===== src/rtl/npu_pkg.sv =====
// Shared NPU stream types: controller states, datapath widths and the
// tagged byte carried through stream FIFOs.
package npu_pkg;

    localparam int ADDR_W = 16;
    localparam int DATA_W = 8;

    typedef enum logic [1:0] {
        ST_IDLE,
        ST_FETCH,
        ST_DRAIN,
        ST_DONE
    } state_e;

    typedef struct packed {
        logic [DATA_W-1:0] data;
        logic              eol;
        logic              last;
    } fifo_entry_t;

endpackage


===== src/rtl/npu_stream_fifo.sv =====
// Synchronous FIFO of tagged stream bytes with an occupancy output.
// DEPTH must be a power of 2 so the pointers wrap naturally.
module npu_stream_fifo
    import npu_pkg::*;
#(
    parameter  int DEPTH = 4,
    localparam int PTR_W = $clog2(DEPTH),
    localparam int CNT_W = PTR_W + 1
) (
    input  logic             clock,
    input  logic             reset_n,
    input  logic             push,
    input  fifo_entry_t      push_data,
    input  logic             pop,
    output fifo_entry_t      head,
    output logic             empty,
    output logic [CNT_W-1:0] count
);

    fifo_entry_t      mem_q [DEPTH];
    logic [PTR_W-1:0] wr_ptr_q, wr_ptr_d;
    logic [PTR_W-1:0] rd_ptr_q, rd_ptr_d;
    logic [CNT_W-1:0] count_q, count_d;
    logic             do_push, do_pop;

    always_comb begin
        do_pop   = pop && (count_q != '0);
        // a full FIFO still accepts a push when the head leaves in the same cycle
        do_push  = push && ((count_q != CNT_W'(DEPTH)) || do_pop);
        wr_ptr_d = wr_ptr_q;
        rd_ptr_d = rd_ptr_q;
        if (do_push) wr_ptr_d = wr_ptr_q + PTR_W'(1);
        if (do_pop)  rd_ptr_d = rd_ptr_q + PTR_W'(1);
        count_d  = count_q + CNT_W'(do_push) - CNT_W'(do_pop);
    end

    always_ff @(posedge clock) begin
        if (!reset_n) begin
            wr_ptr_q <= '0;
            rd_ptr_q <= '0;
            count_q  <= '0;
        end else begin
            wr_ptr_q <= wr_ptr_d;
            rd_ptr_q <= rd_ptr_d;
            count_q  <= count_d;
        end
    end

    always_ff @(posedge clock) begin
        if (do_push) mem_q[wr_ptr_q] <= push_data;
    end

    assign head  = mem_q[rd_ptr_q];
    assign empty = (count_q == '0);
    assign count = count_q;

endmodule


===== src/rtl/conv_ram_reader.sv =====
// 2D raster fetch engine for conv_ram: credit-limited reads into a stream FIFO.
// Optional stall counter port enabled by CONV_RAM_READER_PERF_EN.
module conv_ram_reader
    import npu_pkg::*;
#(
    parameter int FIFO_DEPTH = 4
) (
    input  logic              clock,
    input  logic              reset_n,
    input  logic              start,
    input  logic [ADDR_W-1:0] base_addr,
    input  logic [7:0]        cols,
    input  logic [7:0]        rows,
    input  logic [ADDR_W-1:0] stride,
    output logic              busy,
    output logic              done,
    output logic [ADDR_W-1:0] ram_address,
    input  logic [DATA_W-1:0] ram_q,
    output logic [DATA_W-1:0] out_data,
    output logic              out_valid,
    input  logic              out_ready,
    output logic              out_eol,
    output logic              out_last
`ifdef CONV_RAM_READER_PERF_EN
    ,
    output logic [15:0]       stall_cycles
`endif
);

    localparam int CNT_W = $clog2(FIFO_DEPTH) + 1;

    state_e            state_q, state_d;
    logic [7:0]        cols_q, cols_d;
    logic [7:0]        rows_q, rows_d;
    logic [ADDR_W-1:0] stride_q, stride_d;
    logic [ADDR_W-1:0] row_base_q, row_base_d;
    logic [7:0]        col_q, col_d;
    logic [7:0]        row_q, row_d;
    logic [ADDR_W-1:0] addr_q, addr_d;
    logic              inflight_q, inflight_d;
    logic              eol_tag_q, eol_tag_d;
    logic              last_tag_q, last_tag_d;

    logic [ADDR_W-1:0] cur_addr;
    logic              at_eol, at_last_row, credit_ok, issue, pop;
    fifo_entry_t       push_data, head;
    logic              fifo_empty;
    logic [CNT_W-1:0]  fifo_count;

    always_comb begin
        state_d    = state_q;
        cols_d     = cols_q;
        rows_d     = rows_q;
        stride_d   = stride_q;
        row_base_d = row_base_q;
        col_d      = col_q;
        row_d      = row_q;
        addr_d     = addr_q;
        eol_tag_d  = eol_tag_q;
        last_tag_d = last_tag_q;
        issue      = 1'b0;

        cur_addr    = row_base_q + ADDR_W'(col_q);
        at_eol      = (col_q == cols_q - 8'd1);
        at_last_row = (row_q == rows_q - 8'd1);
        // a pop in this cycle frees credit only from the next cycle on
        credit_ok   = (int'(fifo_count) + int'(inflight_q)) < FIFO_DEPTH;
        pop         = out_ready && !fifo_empty;

        case (state_q)
            ST_IDLE: begin
                if (start) begin
                    cols_d     = cols;
                    rows_d     = rows;
                    stride_d   = stride;
                    row_base_d = base_addr;
                    col_d      = '0;
                    row_d      = '0;
                    state_d    = (cols != '0 && rows != '0) ? ST_FETCH : ST_DONE;
                end
            end
            ST_FETCH: begin
                if (credit_ok) begin
                    issue      = 1'b1;
                    addr_d     = cur_addr;
                    eol_tag_d  = at_eol;
                    last_tag_d = at_eol && at_last_row;
                    if (at_eol) begin
                        col_d      = '0;
                        row_d      = row_q + 8'd1;
                        row_base_d = row_base_q + stride_q;
                        if (at_last_row) state_d = ST_DRAIN;
                    end else begin
                        col_d = col_q + 8'd1;
                    end
                end
            end
            ST_DRAIN: begin
                // leave as the final beat transfers so done follows it directly
                if (!inflight_q && (fifo_empty || (fifo_count == CNT_W'(1) && pop)))
                    state_d = ST_DONE;
            end
            ST_DONE:  state_d = ST_IDLE;
            default:  state_d = ST_IDLE;
        endcase

        inflight_d = issue;
    end

    always_ff @(posedge clock) begin
        if (!reset_n) begin
            state_q    <= ST_IDLE;
            cols_q     <= '0;
            rows_q     <= '0;
            stride_q   <= '0;
            row_base_q <= '0;
            col_q      <= '0;
            row_q      <= '0;
            addr_q     <= '0;
            inflight_q <= 1'b0;
            eol_tag_q  <= 1'b0;
            last_tag_q <= 1'b0;
        end else begin
            state_q    <= state_d;
            cols_q     <= cols_d;
            rows_q     <= rows_d;
            stride_q   <= stride_d;
            row_base_q <= row_base_d;
            col_q      <= col_d;
            row_q      <= row_d;
            addr_q     <= addr_d;
            inflight_q <= inflight_d;
            eol_tag_q  <= eol_tag_d;
            last_tag_q <= last_tag_d;
        end
    end

    assign push_data = '{data: ram_q, eol: eol_tag_q, last: last_tag_q};

    npu_stream_fifo #(
        .DEPTH(FIFO_DEPTH)
    ) u_fifo (
        .clock    (clock),
        .reset_n  (reset_n),
        .push     (inflight_q),
        .push_data(push_data),
        .pop      (pop),
        .head     (head),
        .empty    (fifo_empty),
        .count    (fifo_count)
    );

    assign ram_address = issue ? cur_addr : addr_q;
    assign busy        = (state_q != ST_IDLE);
    assign done        = (state_q == ST_DONE);
    assign out_valid   = !fifo_empty;
    // stale FIFO storage is masked so idle outputs read as zero
    assign out_data    = out_valid ? head.data : '0;
    assign out_eol     = out_valid && head.eol;
    assign out_last    = out_valid && head.last;

`ifdef CONV_RAM_READER_PERF_EN
    logic [15:0] stall_q, stall_d;

    always_comb begin
        stall_d = stall_q;
        if (state_q == ST_IDLE && start)
            stall_d = '0;
        else if (state_q != ST_IDLE && out_valid && !out_ready && stall_q != 16'hFFFF)
            stall_d = stall_q + 16'd1;
    end

    always_ff @(posedge clock) begin
        if (!reset_n) stall_q <= '0;
        else          stall_q <= stall_d;
    end

    assign stall_cycles = stall_q;
`endif

endmodule


===== config.mk =====
export PLATFORM = sky130hd
export DESIGN_NAME = conv_ram_reader
export DESIGN_NICKNAME = d
export VERILOG_FILES = /design/src/rtl/npu_pkg.sv /design/src/rtl/npu_stream_fifo.sv /design/src/rtl/conv_ram_reader.sv
export SDC_FILE = /design/constraint.sdc
export NUM_CORES = 1
export LEC_CHECK = 0
export BUFFER_PORTS_ARGS = -buffer_cell sky130_fd_sc_hd__buf_2
export CAP_MARGIN = 10
export CORE_UTILIZATION = 58
export DETAILED_ROUTE_END_ITERATION = 8
export PLACE_DENSITY = 0.85
export SYNTH_ARGS = -nofsm -noshare
export SYNTH_HDL_FRONTEND = slang
export SYNTH_SLANG_ARGS = --single-unit

===== constraint.sdc =====
create_clock -name clock -period 3.3 [get_ports clock]
set_input_delay 0.825 -clock clock [delete_from_list [all_inputs] [get_ports clock]]
set_output_delay 0.825 -clock clock [all_outputs]
set_load 0.02 [all_outputs]

==> results.toml <==
[outcome]
outcome = "finished, violations left"
violations = "design-rule violations, negative setup slack"

[logic_synthesis]
syn_inst = 731
synth_commonest_cells = "nand2_1, dfxtp_1, a21oi_1, nor2_1, xnor2_1"
yosysMostFrequentCell = "nand2_1"
seq_area_frac_synth = 0.442
avgSynthCellArea_um2 = 9.54
synthesis.nets = 832
synth_area_leaders = "dfxtp_1, edfxtp_1, ha_1"
async_reset_ff_frac = 0
synth_warnings = 0
ys_types = 68
netlist.top_cell.by_area = "dfxtp_1"
syn_area_um2 = 6970
netlist.area_leader.share = 0.270
synth_ff_type = "dfxtp_1"
synth_edf_count = 40
synth_seq_cells = 134

[setup_path]
cp-start-kind = "register"
worst-setup-path-type = "reg -> out"
arrival_ns = 2.95
r2r_setup_slack_ns = -0.23
crit_required_ns = 2.47
cp-end-kind = "output port"
path_max_fanout = 4

[cts]
clk_pin_slew_worst_paths_ns = 0.06
clock_latency_ns = 0.43
cts_max_level = 4
cts_tree = "built"
clock_sinks = 134
clockBufferDepth = 2
cts-root-buf = "clkbuf_16"
cts_buffers = 17

[placed_design]
portBuffers = 88
place_ws_ns = -0.0837
detailed_place_hpwl_um = 12300
gp_congestion = 0.917
dp_cells = 947
place_area_um2 = 7580

[sta]
fin_crit_sh = 1.14
slew_headroom = 0.436
maxSlewViolCount = 0
worst_pin_slew_ns = 0.840
fin_ws_ns = -0.475
max_freq_ghz = 0.265
finalSetupViolations = 10
finalHoldViolCount = 0
period_needed_ns = 3.78
finalClockSkew_ns = 0.0116
rsz0062_at_grt = "true"
tns_ns = -3.33

[pwr]
power_switching_mw = 3.15
leakagePower_nw = 3.54
irDropWorstVdd_mv = 0.471
p_seq_frac = 0.308
pwr-share-clk = 0.253
p_int_mw = 4.52
swShare = 0.410
comb_power_share = 0.439
powerDensity_nw_per_um2 = 883

[floorplan]
die_w_um = 112
num_io_pins = 89
die_y_um = 112
num_rows = 39
core-area_um2 = 11600
initial_utilization = 0.603
dieArea_um2 = 12500

[grt]
antenna_found_initial = 2
grt_first_pass_wirelength_um = 33600
track_usage = 0.350
overflow = 0
grt_pass1_vias = 6556
grt_max_degree = 33

[routing]
route.detailed.drc = 8
vias = 6616
drtPass1Iterations = 8
wl_per_cell_um = 22.2
wl_um = 22500
final_antenna_net_count = 0
drt_iter0_markers = 930
vias_per_cell = 6.53

[min_path]
hold_class = "reg -> reg"

[finish]
instances_no_fill = 1013
syn_to_final_growth_pct = 24.6
final_cell_area_um2 = 8690
drive_above_1_share = 0.255
nNetsFinal = 957

[run]
maxCapViolCount = 0
==> kinds of logic after synthesis <==
kind of cell / count (synthesis) / synth area share
DFF: 134 / 0.442
muxes: 19 / 0.0458
and+or+nand+nor: 256 / 0.173
adders and majority gates: 41 / 0.0768
xor gates and xnor gates: 58 / 0.0729
buffers and inverters: 58 / 0.0318
AOI/OAI and AO/OA: 165 / 0.158
==> stage by stage <==
step	power, mW	hold WS, ns	utilization
6_report	7.67	0.463	0.751
5_1_grt	7.97	0.480	0.751
4_1_cts	7.32	0.465	0.744
3_5_place_dp	5.02	0.455	0.656
3_3_place_gp	4.88	0.449	0.656
2_1_floorplan	4.25	0.440	-
==> worst max-delay path, stage by stage, from the launching register on <==
cell and delay (ns):
dfxtp_4 0.36, ha_4 0.24, a21o_1 0.19, a21oi_4 0.17, o21ai_2 0.10, a211o_1 0.42, a41oi_4 0.38, nor2b_1 0.11
xnor2_1 0.27, a21oi_1 0.10, buf_4 0.17
==> flip-flops by register name (all words and copies together), names as in the netlist, named ones only <==
register / count
state_q: 2
last_tag_q: 1
u_fifo.wr_ptr_q: 2
eol_tag_q: 1
stride_q: 16
u_fifo.mem_q: 40
u_fifo.count: 3
cols_q: 8
addr_q: 16
row_base_q: 16
rows_q: 8
u_fifo.rd_ptr_q: 2
inflight_q: 1
row_q: 8
col_q: 8
==> final cells by class <==
type / count / area [µm²]
multi-input combinational: 539 / 3830
sequential: 134 / 3090
fill: 687 / 2880
timing repair buffer: 134 / 876
clock buffer: 17 / 425
tap: 143 / 179
clock inverter: 15 / 168
inverter: 30 / 113
antenna: 1 / 2.50
==> power by group through the flow <==
stage | Combinational (mW) | Sequential (mW) | Clock, mW
finish | 3.36 | 2.36 | 1.94
global route | 3.58 | 2.38 | 2.00
CTS | 3.07 | 2.32 | 1.93
detailed placement | 2.70 | 2.33 | 0
global placement | 2.57 | 2.31 | 0
floorplan | 2.06 | 2.19 | 0
==> cell usage in the layout, fill, tap and decap left out, types with 4 or more instances in the layout <==
cell type | Yosys | final
inv_1 | 29 | 28
xnor2_1 | 42 | 42
a21o_1 | 6 | 6
o21ai_0 | 24 | 16
nand2b_1 | 5 | 4
nor4_1 | 5 | 5
ha_1 | 38 | 35
or3_1 | 4 | 4
o21ai_1 | 3 | 5
nor3_1 | 19 | 18
mux4_2 | 10 | 10
nand3_1 | 10 | 10
and2_1 | 26 | 26
dfxtp_2 | 0 | 6
clkbuf_16 | 0 | 17
buf_2 | 0 | 79
nor2b_1 | 8 | 7
and3_1 | 4 | 4
buf_4 | 1 | 37
a211oi_2 | 1 | 4
mux2i_1 | 6 | 6
xor2_1 | 16 | 16
edfxtp_1 | 40 | 40
inv_6 | 0 | 6
o21a_1 | 5 | 5
dfxtp_1 | 94 | 87
nor2_1 | 52 | 52
a21oi_1 | 62 | 60
o21ai_2 | 1 | 5
nand4_1 | 6 | 6
nand2_1 | 105 | 104
a211oi_1 | 16 | 13
o211ai_1 | 7 | 7
buf_6 | 0 | 18
==> path summary, 6_finish.rpt <==
path                endpoint  cells past startpoint           from
max          ram_address[13]                     10  row_base_q[1]
min              stride_q[7]                      2    stride_q[7]
max reg2reg       addr_q[12]                     21  row_base_q[1]
min reg2reg      stride_q[7]                      2    stride_q[7]
==> per-layer routing <==
metal / global-route usage / vias up / part of all wire / wire length (µm)
met5: 0 / - / 0 / 0
met4: 0.234 / 0 / 0.073 / 1630
met3: 0.0860 / 168 / 0.10 / 2300
met2: 0.590 / 543 / 0.48 / 10700
met1: 0.392 / 3055 / 0.35 / 7860
li1: - / 2850 / - / -
==> what timing repair did <==
action	CTS	global route
pin swaps	16	14
cloned	0	0
gates resized for setup	50	28
buffers inserted	34	5
hold buffers	0	0
setup endpoints to repair	16	18
No activity file was read; power rests on OpenSTA's default activity.
